[config.mk]
export PLATFORM = sky130hd
export DESIGN_NAME = level_meter
export DESIGN_NICKNAME = d
export VERILOG_FILES = /design/src/rtl/level_meter.sv
export SDC_FILE = /design/constraint.sdc
export NUM_CORES = 1
export LEC_CHECK = 0
export BUFFER_PORTS_ARGS = -buffer_cell sky130_fd_sc_hd__buf_2
export CORE_MARGIN = 2
export CORE_UTILIZATION = 45
export CTS_CLUSTER_DIAMETER = 100
export DETAILED_ROUTE_END_ITERATION = 10
export PLACE_DENSITY_LB_ADDON = 0.12
export SYNTH_ARGS = -nofsm -noshare
export SYNTH_HDL_FRONTEND = slang
export SYNTH_SLANG_ARGS = --single-unit
export TNS_END_PERCENT = 10
[constraint.sdc]
create_clock -name clk -period 4.62 [get_ports clk]
set_input_delay 0.924 -clock clk [delete_from_list [all_inputs] [get_ports clk]]
set_output_delay 0.924 -clock clk [all_outputs]
set_load 0.01 [all_outputs]
[src/rtl/level_meter.sv]
// Level meter: synchronises and debounces N_LEVELS inputs, registers their popcount,
// and keeps a peak-hold value that holds, then decays one step at a time toward the count.
module level_meter #(
    parameter int unsigned N_LEVELS     = 6,
    parameter int unsigned DEBOUNCE     = 4,
    parameter int unsigned HOLD_CYCLES  = 16,
    parameter int unsigned DECAY_CYCLES = 8,
    localparam int unsigned CW = $clog2(N_LEVELS + 1)
) (
    input  logic                clk,
    input  logic                rst,
    input  logic [N_LEVELS-1:0] levels,
    input  logic                peak_clr,
    output logic [CW-1:0]       count,
    output logic [CW-1:0]       peak,
    output logic                changed,
    output logic                full,
    output logic                empty
);

    localparam int unsigned DW  = (DEBOUNCE > 1) ? $clog2(DEBOUNCE) : 1;
    localparam int unsigned HW  = (HOLD_CYCLES > 1) ? $clog2(HOLD_CYCLES) : 1;
    localparam int unsigned DCW = (DECAY_CYCLES > 1) ? $clog2(DECAY_CYCLES) : 1;

    typedef enum logic [1:0] {StTrack, StHold, StDecay} state_e;

    logic [N_LEVELS-1:0] s1, s2, stable;
    logic [DW-1:0]       db_cnt [N_LEVELS];
    logic [CW-1:0]       ones;
    logic [CW-1:0]       count_q, peak_q, peak_d;
    logic                changed_q, full_q, empty_q;
    logic [HW-1:0]       hold_q, hold_d;
    logic [DCW-1:0]      decay_q, decay_d;
    state_e              state_q, state_d;

    always_ff @(posedge clk or posedge rst) begin
        if (rst) begin
            s1 <= '0;
            s2 <= '0;
        end else begin
            s1 <= levels;
            s2 <= s1;
        end
    end

    // A bit flips only after DEBOUNCE consecutive cycles of disagreement.
    always_ff @(posedge clk or posedge rst) begin
        if (rst) begin
            stable <= '0;
            for (int i = 0; i < N_LEVELS; i++) db_cnt[i] <= '0;
        end else begin
            for (int i = 0; i < N_LEVELS; i++) begin
                if (s2[i] == stable[i]) begin
                    db_cnt[i] <= '0;
                end else if (db_cnt[i] == DW'(DEBOUNCE - 1)) begin
                    stable[i] <= s2[i];
                    db_cnt[i] <= '0;
                end else begin
                    db_cnt[i] <= db_cnt[i] + DW'(1);
                end
            end
        end
    end

    always_comb begin
        ones = '0;
        for (int i = 0; i < N_LEVELS; i++) ones = ones + CW'(stable[i]);
    end

    always_ff @(posedge clk or posedge rst) begin
        if (rst) begin
            count_q   <= '0;
            changed_q <= 1'b0;
            full_q    <= 1'b0;
            empty_q   <= 1'b1;
        end else begin
            count_q   <= ones;
            changed_q <= (ones != count_q);
            full_q    <= (ones == CW'(N_LEVELS));
            empty_q   <= (ones == '0);
        end
    end

    always_comb begin
        state_d = state_q;
        peak_d  = peak_q;
        hold_d  = hold_q;
        decay_d = decay_q;
        if (peak_clr || (count_q > peak_q)) begin
            peak_d  = count_q;
            state_d = StTrack;
        end else begin
            case (state_q)
                StTrack: begin
                    if (count_q < peak_q) begin
                        hold_d  = HW'(HOLD_CYCLES - 1);
                        state_d = StHold;
                    end
                end
                StHold: begin
                    if (hold_q == '0) begin
                        decay_d = DCW'(DECAY_CYCLES - 1);
                        state_d = StDecay;
                    end else begin
                        hold_d = hold_q - HW'(1);
                    end
                end
                StDecay: begin
                    if (count_q == peak_q) begin
                        state_d = StTrack;
                    end else if (decay_q == '0) begin
                        peak_d  = peak_q - CW'(1);
                        decay_d = DCW'(DECAY_CYCLES - 1);
                        if (peak_d == count_q) state_d = StTrack;
                    end else begin
                        decay_d = decay_q - DCW'(1);
                    end
                end
                default: state_d = StTrack;
            endcase
        end
    end

    always_ff @(posedge clk or posedge rst) begin
        if (rst) begin
            state_q <= StTrack;
            peak_q  <= '0;
            hold_q  <= '0;
            decay_q <= '0;
        end else begin
            state_q <= state_d;
            peak_q  <= peak_d;
            hold_q  <= hold_d;
            decay_q <= decay_d;
        end
    end

    assign count   = count_q;
    assign peak    = peak_q;
    assign changed = changed_q;
    assign full    = full_q;
    assign empty   = empty_q;

endmodule

=== After elaboration in Yosys (flattened, before gate mapping) ===
Index checks and enable logic that the tools add are counted.
W data, S select, Z words.

* Register bits after elaboration: 48
* ROM bits: 0
* Bits in latches: 0
* Output and inout port bits: 9
* RAM bits: 0
* Memories kept: 0
* Input port bits: 9

* Div/mod/pow operators: 0
* Multiplexer cells: 30
* Bitwise logic cells: 7
* Equal/unequal tests: 27
* Add/subtract/negate cells: 14
* Reduce and logical (&&, ||, !) cells: 19
* Order comparisons: 2
* Shifts and indexed selects: 0
* $mul: 0

{| class="wikitable"
|+ Operators by type and width
! kind !! count
|-
| $mux W2 || 18
|-
| $mux W3 || 7
|-
| $eq A2 B2 Y1 const B || 7
|-
| $add A2 B1 Y2 const B || 6
|-
| $reduce_and A2 Y1 || 6
|-
| $reduce_and A4 Y1 || 3
|-
| $ne A2 B2 Y1 const B || 5
|-
| $add A3 B1 Y3 || 3
|-
| $mux W4 || 2
|-
| $ne A4 B4 Y1 const B || 2
|-
| $pmux W4 S2 || 1
|-
| $reduce_bool A2 Y1 || 4
|-
| $not A1 Y1 || 7
|-
| $eq A1 B1 Y1 || 6
|-
| $eq A3 B3 Y1 || 2
|-
| $logic_not A3 Y1 || 2
|-
| $ne A3 B3 Y1 const B || 2
|-
| $pmux W2 S3 || 1
|-
| $pmux W3 S2 || 1
|-
| $sub A3 B1 Y3 const B || 2
|-
| $logic_not A4 Y1 || 1
|-
| $sub A4 B1 Y4 const B || 1
|-
| $add A2 B1 Y3 || 1
|-
| $eq A3 B3 Y1 const B || 1
|-
| 8 further kinds || 8
|}

=== Logic depth before layout (Yosys ltp) ===
* Depth in word-level cells: 7
* Gate-level depth with buffers: 8
* Mapped depth without buffers: 8

=== Worst setup path before layout ===
OpenSTA, ideal clock, no wires.

* Path kind: register -> register
* From: reg stable[0]
* To: reg changed_q (netlist: changed)
* Required time: 4492 ps
* Stages on the path, launching flop included: 9
* Setup time: 128 ps
* Setup slack: 2118 ps
* Arrival: 2374 ps
* Cell sequence: dfrtp_1 fa_1 inv_1 fa_1 inv_1 ha_1 fa_1 xnor2_1 nand3_1

* Longest elaborated chain between the ends: 6

{| class="wikitable"
|+ Ends and longest elaborated chain
! element !! line !! source
|-
| from (decl) || 27 || <nowiki>logic [N_LEVELS-1:0] s1, s2, stable;</nowiki>
|-
| from (signal, indexed assignment) || 56 || <nowiki>stable[i] <= s2[i];</nowiki>
|-
| $add A1 B1 Y2 || 67 || <nowiki>for (int i = 0; i < N_LEVELS; i++) ones = ones + CW'(stable[i]);</nowiki>
|-
| $add A2 B1 Y3 || 67 ||
|-
| $add A3 B1 Y3 (3 in series) || 67 ||
|-
| named net ones[1] || 29 || <nowiki>logic [CW-1:0] ones;</nowiki>
|-
| $ne A3 B3 Y1 || 78 || <nowiki>changed_q <= (ones != count_q);</nowiki>
|-
| to (signal assigned) || 78 ||
|-
| to (decl) || 31 || <nowiki>logic changed_q, full_q, empty_q;</nowiki>
|}

The timed path passes the listed nets, and every way through them passes these cells.
A chain may end at the register's enable or synchronous reset.

=== Worst setup path in the final report ===
Same ends and word-level chain as after synthesis.

==> results summary <==
In this run the tool buffered the top-level ports with 17 buffer cells. The pin slew with the least headroom to its limit is 0.961 ns. The total die area came out at 5230 µm².

The average size of a mapped cell is 13.0 µm². The number of hold buffers added after CTS was 0. The number of sinks driven by the clock tree came out at 48.

Along the worst path, the maximum fanout reaches 4. Summed over all cells, the static leakage comes to 1.09 nW. The flow ran to the end, and the final reports show no timing, DRC or antenna violations. The HPWL after detailed placement came out at 2450 µm.

The clock insertion delay at the later pin of the skew report came out at 0.29 ns. Synthesis produced a netlist with a net count of 188. The clock-pin slew on the worst setup and hold paths came out at 0.08 ns. The worst-path cell with the longest stage delay is fa_1. The class of the most critical hold timing path is register to register.

The worst setup path is captured at a register. The total global-route track usage is 14.3%. The cell sitting at the root of the clock tree is a clkbuf_8. The die boundary height is 72.3 µm. The worst setup skew after layout came out at 0.00442 ns.

The share of the cycle needed by the critical path after routing came out at 56.3%. The worst setup path is launched from a register. The area growth from synthesis to layout is 10.5%. The total negative slack is 0 ns.

The parity-gate share of the synthesized area counting xor and xnor cells came out at 5.83%. Grouping stages by cell kind, the critical path spends the most delay in adder cells. The level count of the clock H-tree is 2. The arrival time reported for the critical path endpoint is 2.77 ns. The minimum period implied by the final worst setup slack came out at 2.60 ns.

The top-level port count came out at 18. The most frequent cell on the critical path is fa_1. The pre-antenna-repair detailed-routing pass consisted of 4 iterations. The first global-routing pass estimated 5670 µm of wire. The largest voltage drop on the vdd net is 0.349 mV. The layout net count is 211. Once detail routing completed, the nets flagged for antenna violations numbered 0.

The number of global-route vias before repair was 1,308. Yosys mapped the design onto 34 distinct sky130hd cell types. The initial antenna violation count was 0.

The final design instance area without fill is 2320 µm². The synthesized netlist devotes 11.2% of its cell area to adder and majority cells. Of the total synthesized cell area, the portion taken by AND, OR, NAND and NOR gates is 11.4%. The post-CTS setup repair buffer count is 0. For this run, design rule violations remaining after detail routing come to 0. The count of maximum capacitance violations came out at 0.

The cell area reported after detailed placement came out at 2240 µm². The power density normalized to cell area came out at 705 nW/µm². The maximum clock path buffer count is 2. The via density per instance came out at 5.18. The DRC marker count from the first detailed-route iteration came out at 43. The horizontal die dimension is 72.3 µm. The post-synthesis sequential element count is 48.

Setup repair after global routing left no endpoint under its margin. The required time at the worst-slack endpoint is 4.79 ns. The initial standard-cell utilization of the core is 47.6%. After synthesis, the largest family of logic cells by area is simple AND/OR/NAND/NOR gates.

The share of synthesized area spent on multiplexers is 5.77%. In this run, synthesis inferred 0 flip-flops with an integrated enable. The sequential share of the synthesized area came out at 57.2%.

Walking the worst path, the cells encountered are fa_1, inv_1, fa_1, inv_1, ha_1, fa_1, xnor2_1, nand3_1. The worst setup path is of the register to register kind. The total count of max-transition violations in the final report came to 0. The number of synthesis warnings is 0. The number of cells produced by synthesis came out at 162. Of all flip-flops after synthesis, the portion carrying an async set or reset was 100%. Routability-driven placement finished with a final weighted congestion of 0.693. In the final routed layout, each cell accounts on average for 13.5 µm. The largest net degree at the start of global routing came out at 49.

The total global routing overflow came out at 0. The synthesized netlist devotes 5.36% of its cell area to compound gates. The site row count came out at 24.

The achievable frequency came out at 0.385 GHz. TritonCTS built the clock tree. The largest stage delay on the critical path is 0.56 ns. The hold violation count in the final report was 0.

Measured against its own limit, the worst slew margin works out to 35.8%. The post-route netlist has 21.5% of its cells at a drive strength greater than 1. The count of antenna diodes in the layout came out at 0. The total vias in the final route came out at 1,233.

The combined area of all synthesized cells came out at 2100 µm². The sum of routed wire length over all layers came out at 3210 µm. The number of gates resized after CTS came out at 0. The critical path contains buffers and inverters numbering 2 combined. TritonCTS created 5 clock buffers. The filler cell count in the final layout came out at 407. The final-layout worst hold slack is 0.354 ns.

After floorplanning, the core was sized to cover 4410 µm². Setup violations remaining at the end of the flow were counted as 0. The commonest register cell after synthesis is dfrtp_1.
state kept, by name, indices dropped and copies added, names as in the netlist:
register and count:
state_q 2, s1 6, count 3, decay_q 3, empty 1, changed 1
peak 3, s2 6, full 1, hold_q 4, stable 6, db_cnt 12
Yosys cell counts (2+ instances only):
cell,instances,area [µm²]
nor3_1,9,45.0
and2b_1,2,15.0
nor2_1,3,11.3
mux2i_1,2,20.0
inv_1,15,56.3
a31oi_1,2,12.5
ha_1,14,175
nand3_1,2,10.0
fa_1,3,60.1
nor2b_1,7,43.8
mux2_2,9,101
nand2_1,6,22.5
o21ai_0,2,10.0
and3_1,3,18.8
a211oi_2,2,25.0
a21oi_1,4,20.0
dfrtp_1,47,1180
xnor2_1,14,123
power by group:
group          internal [mW]  total, mW  switching (mW)
logic                  0.356      0.745           0.389
clock network          0.106      0.230           0.124
registers              0.561      0.662           0.101
per-stage QoR:
stage	std cells	total power, mW	worst slack [ns]	utilization, %
finish	238	1.64	2.02	52.6
global route	238	1.79	1.93	52.6
CTS	238	1.67	2.00	52.6
detailed placement	230	1.43	2.02	50.8
global placement	230	1.38	2.08	50.8
floorplan	162	1.25	2.12	-
final timing paths:
check / slack [ns] / endpoint / cells after the start / start
max in group asynchronous: 3.18 / s2[3] / 2 / rst
setup reg to reg: 2.02 / changed / 8 / stable[0]
setup / recovery: 2.02 / changed / 8 / stable[0]
hold / removal: 0.35 / s2[5] / 0 / s1[5]
hold reg to reg: 0.35 / s2[5] / 0 / s1[5]
min in group asynchronous: 0.85 / s2[2] / 2 / rst
metal layers:
layer	routed length, µm	part of all wire, %	vias up	global-route usage (%)
met1	1360	42	623	16.3
li1	-	-	590	-
met4	36	1.1	0	5.03
met2	1710	53	15	25.6
met5	0	0	-	0
met3	109	3.4	5	4.17
cells in the final DEF, fill, tap and decap left out, drive strengths merged:
master | netlist | routed
and2 | 2 | 2
nor3 | 10 | 10
nor3b | 1 | 1
inv | 15 | 15
nand3 | 2 | 2
and4 | 1 | 1
nand2 | 6 | 6
nor4b | 1 | 1
and2b | 2 | 2
mux2i | 2 | 2
dfrtp | 47 | 47
nand2b | 1 | 1
nor2 | 3 | 3
mux2 | 9 | 9
a22oi | 1 | 1
a21boi | 1 | 1
fa | 3 | 3
ha | 14 | 14
a31oi | 2 | 2
nand3b | 1 | 1
o22a | 1 | 1
o21ai | 2 | 2
clkinv | 0 | 1
nand4 | 1 | 1
clkbuf | 0 | 7
nor2b | 7 | 7
o21a | 1 | 1
dfstp | 1 | 1
buf | 1 | 17
xnor2 | 14 | 14
a22o | 1 | 1
and3 | 3 | 3
a211oi | 2 | 2
a21oi | 4 | 4
cell families (layout without fill, tap and decap cells):
| kind of cell | after synthesis | count (layout) |
|---|---|---|
| compound gates | 15 | 15 |
| xor+xnor | 14 | 14 |
| fa+ha+maj | 17 | 17 |
| buf+inv | 16 | 40 |
| flops | 48 | 48 |
| mux | 11 | 11 |
| simple gates | 41 | 41 |
final cells by class:
class                      instances  area (µm²)  share of cell area [%]
multi-input combinational         98         832                    35.8
tap                               52        65.1                    2.80
sequential                        48        1200                    51.8
timing repair buffer              17        85.1                    3.66
clock buffer                       7        76.3                    3.29
clock inverter                     1        5.00                   0.216
inverter                          15        56.3                    2.42
worst reg2reg max path, delay by kind of cell (launching register included):
kind                     cells  cell delay (ns)
adder cells (fa/ha/maj)      4             1.76
AND/OR/NAND/NOR              1             0.09
buffers and inverters        2             0.09
XOR/XNOR                     1             0.13
flip-flops                   1             0.43
(Power assumes the default switching activity.)
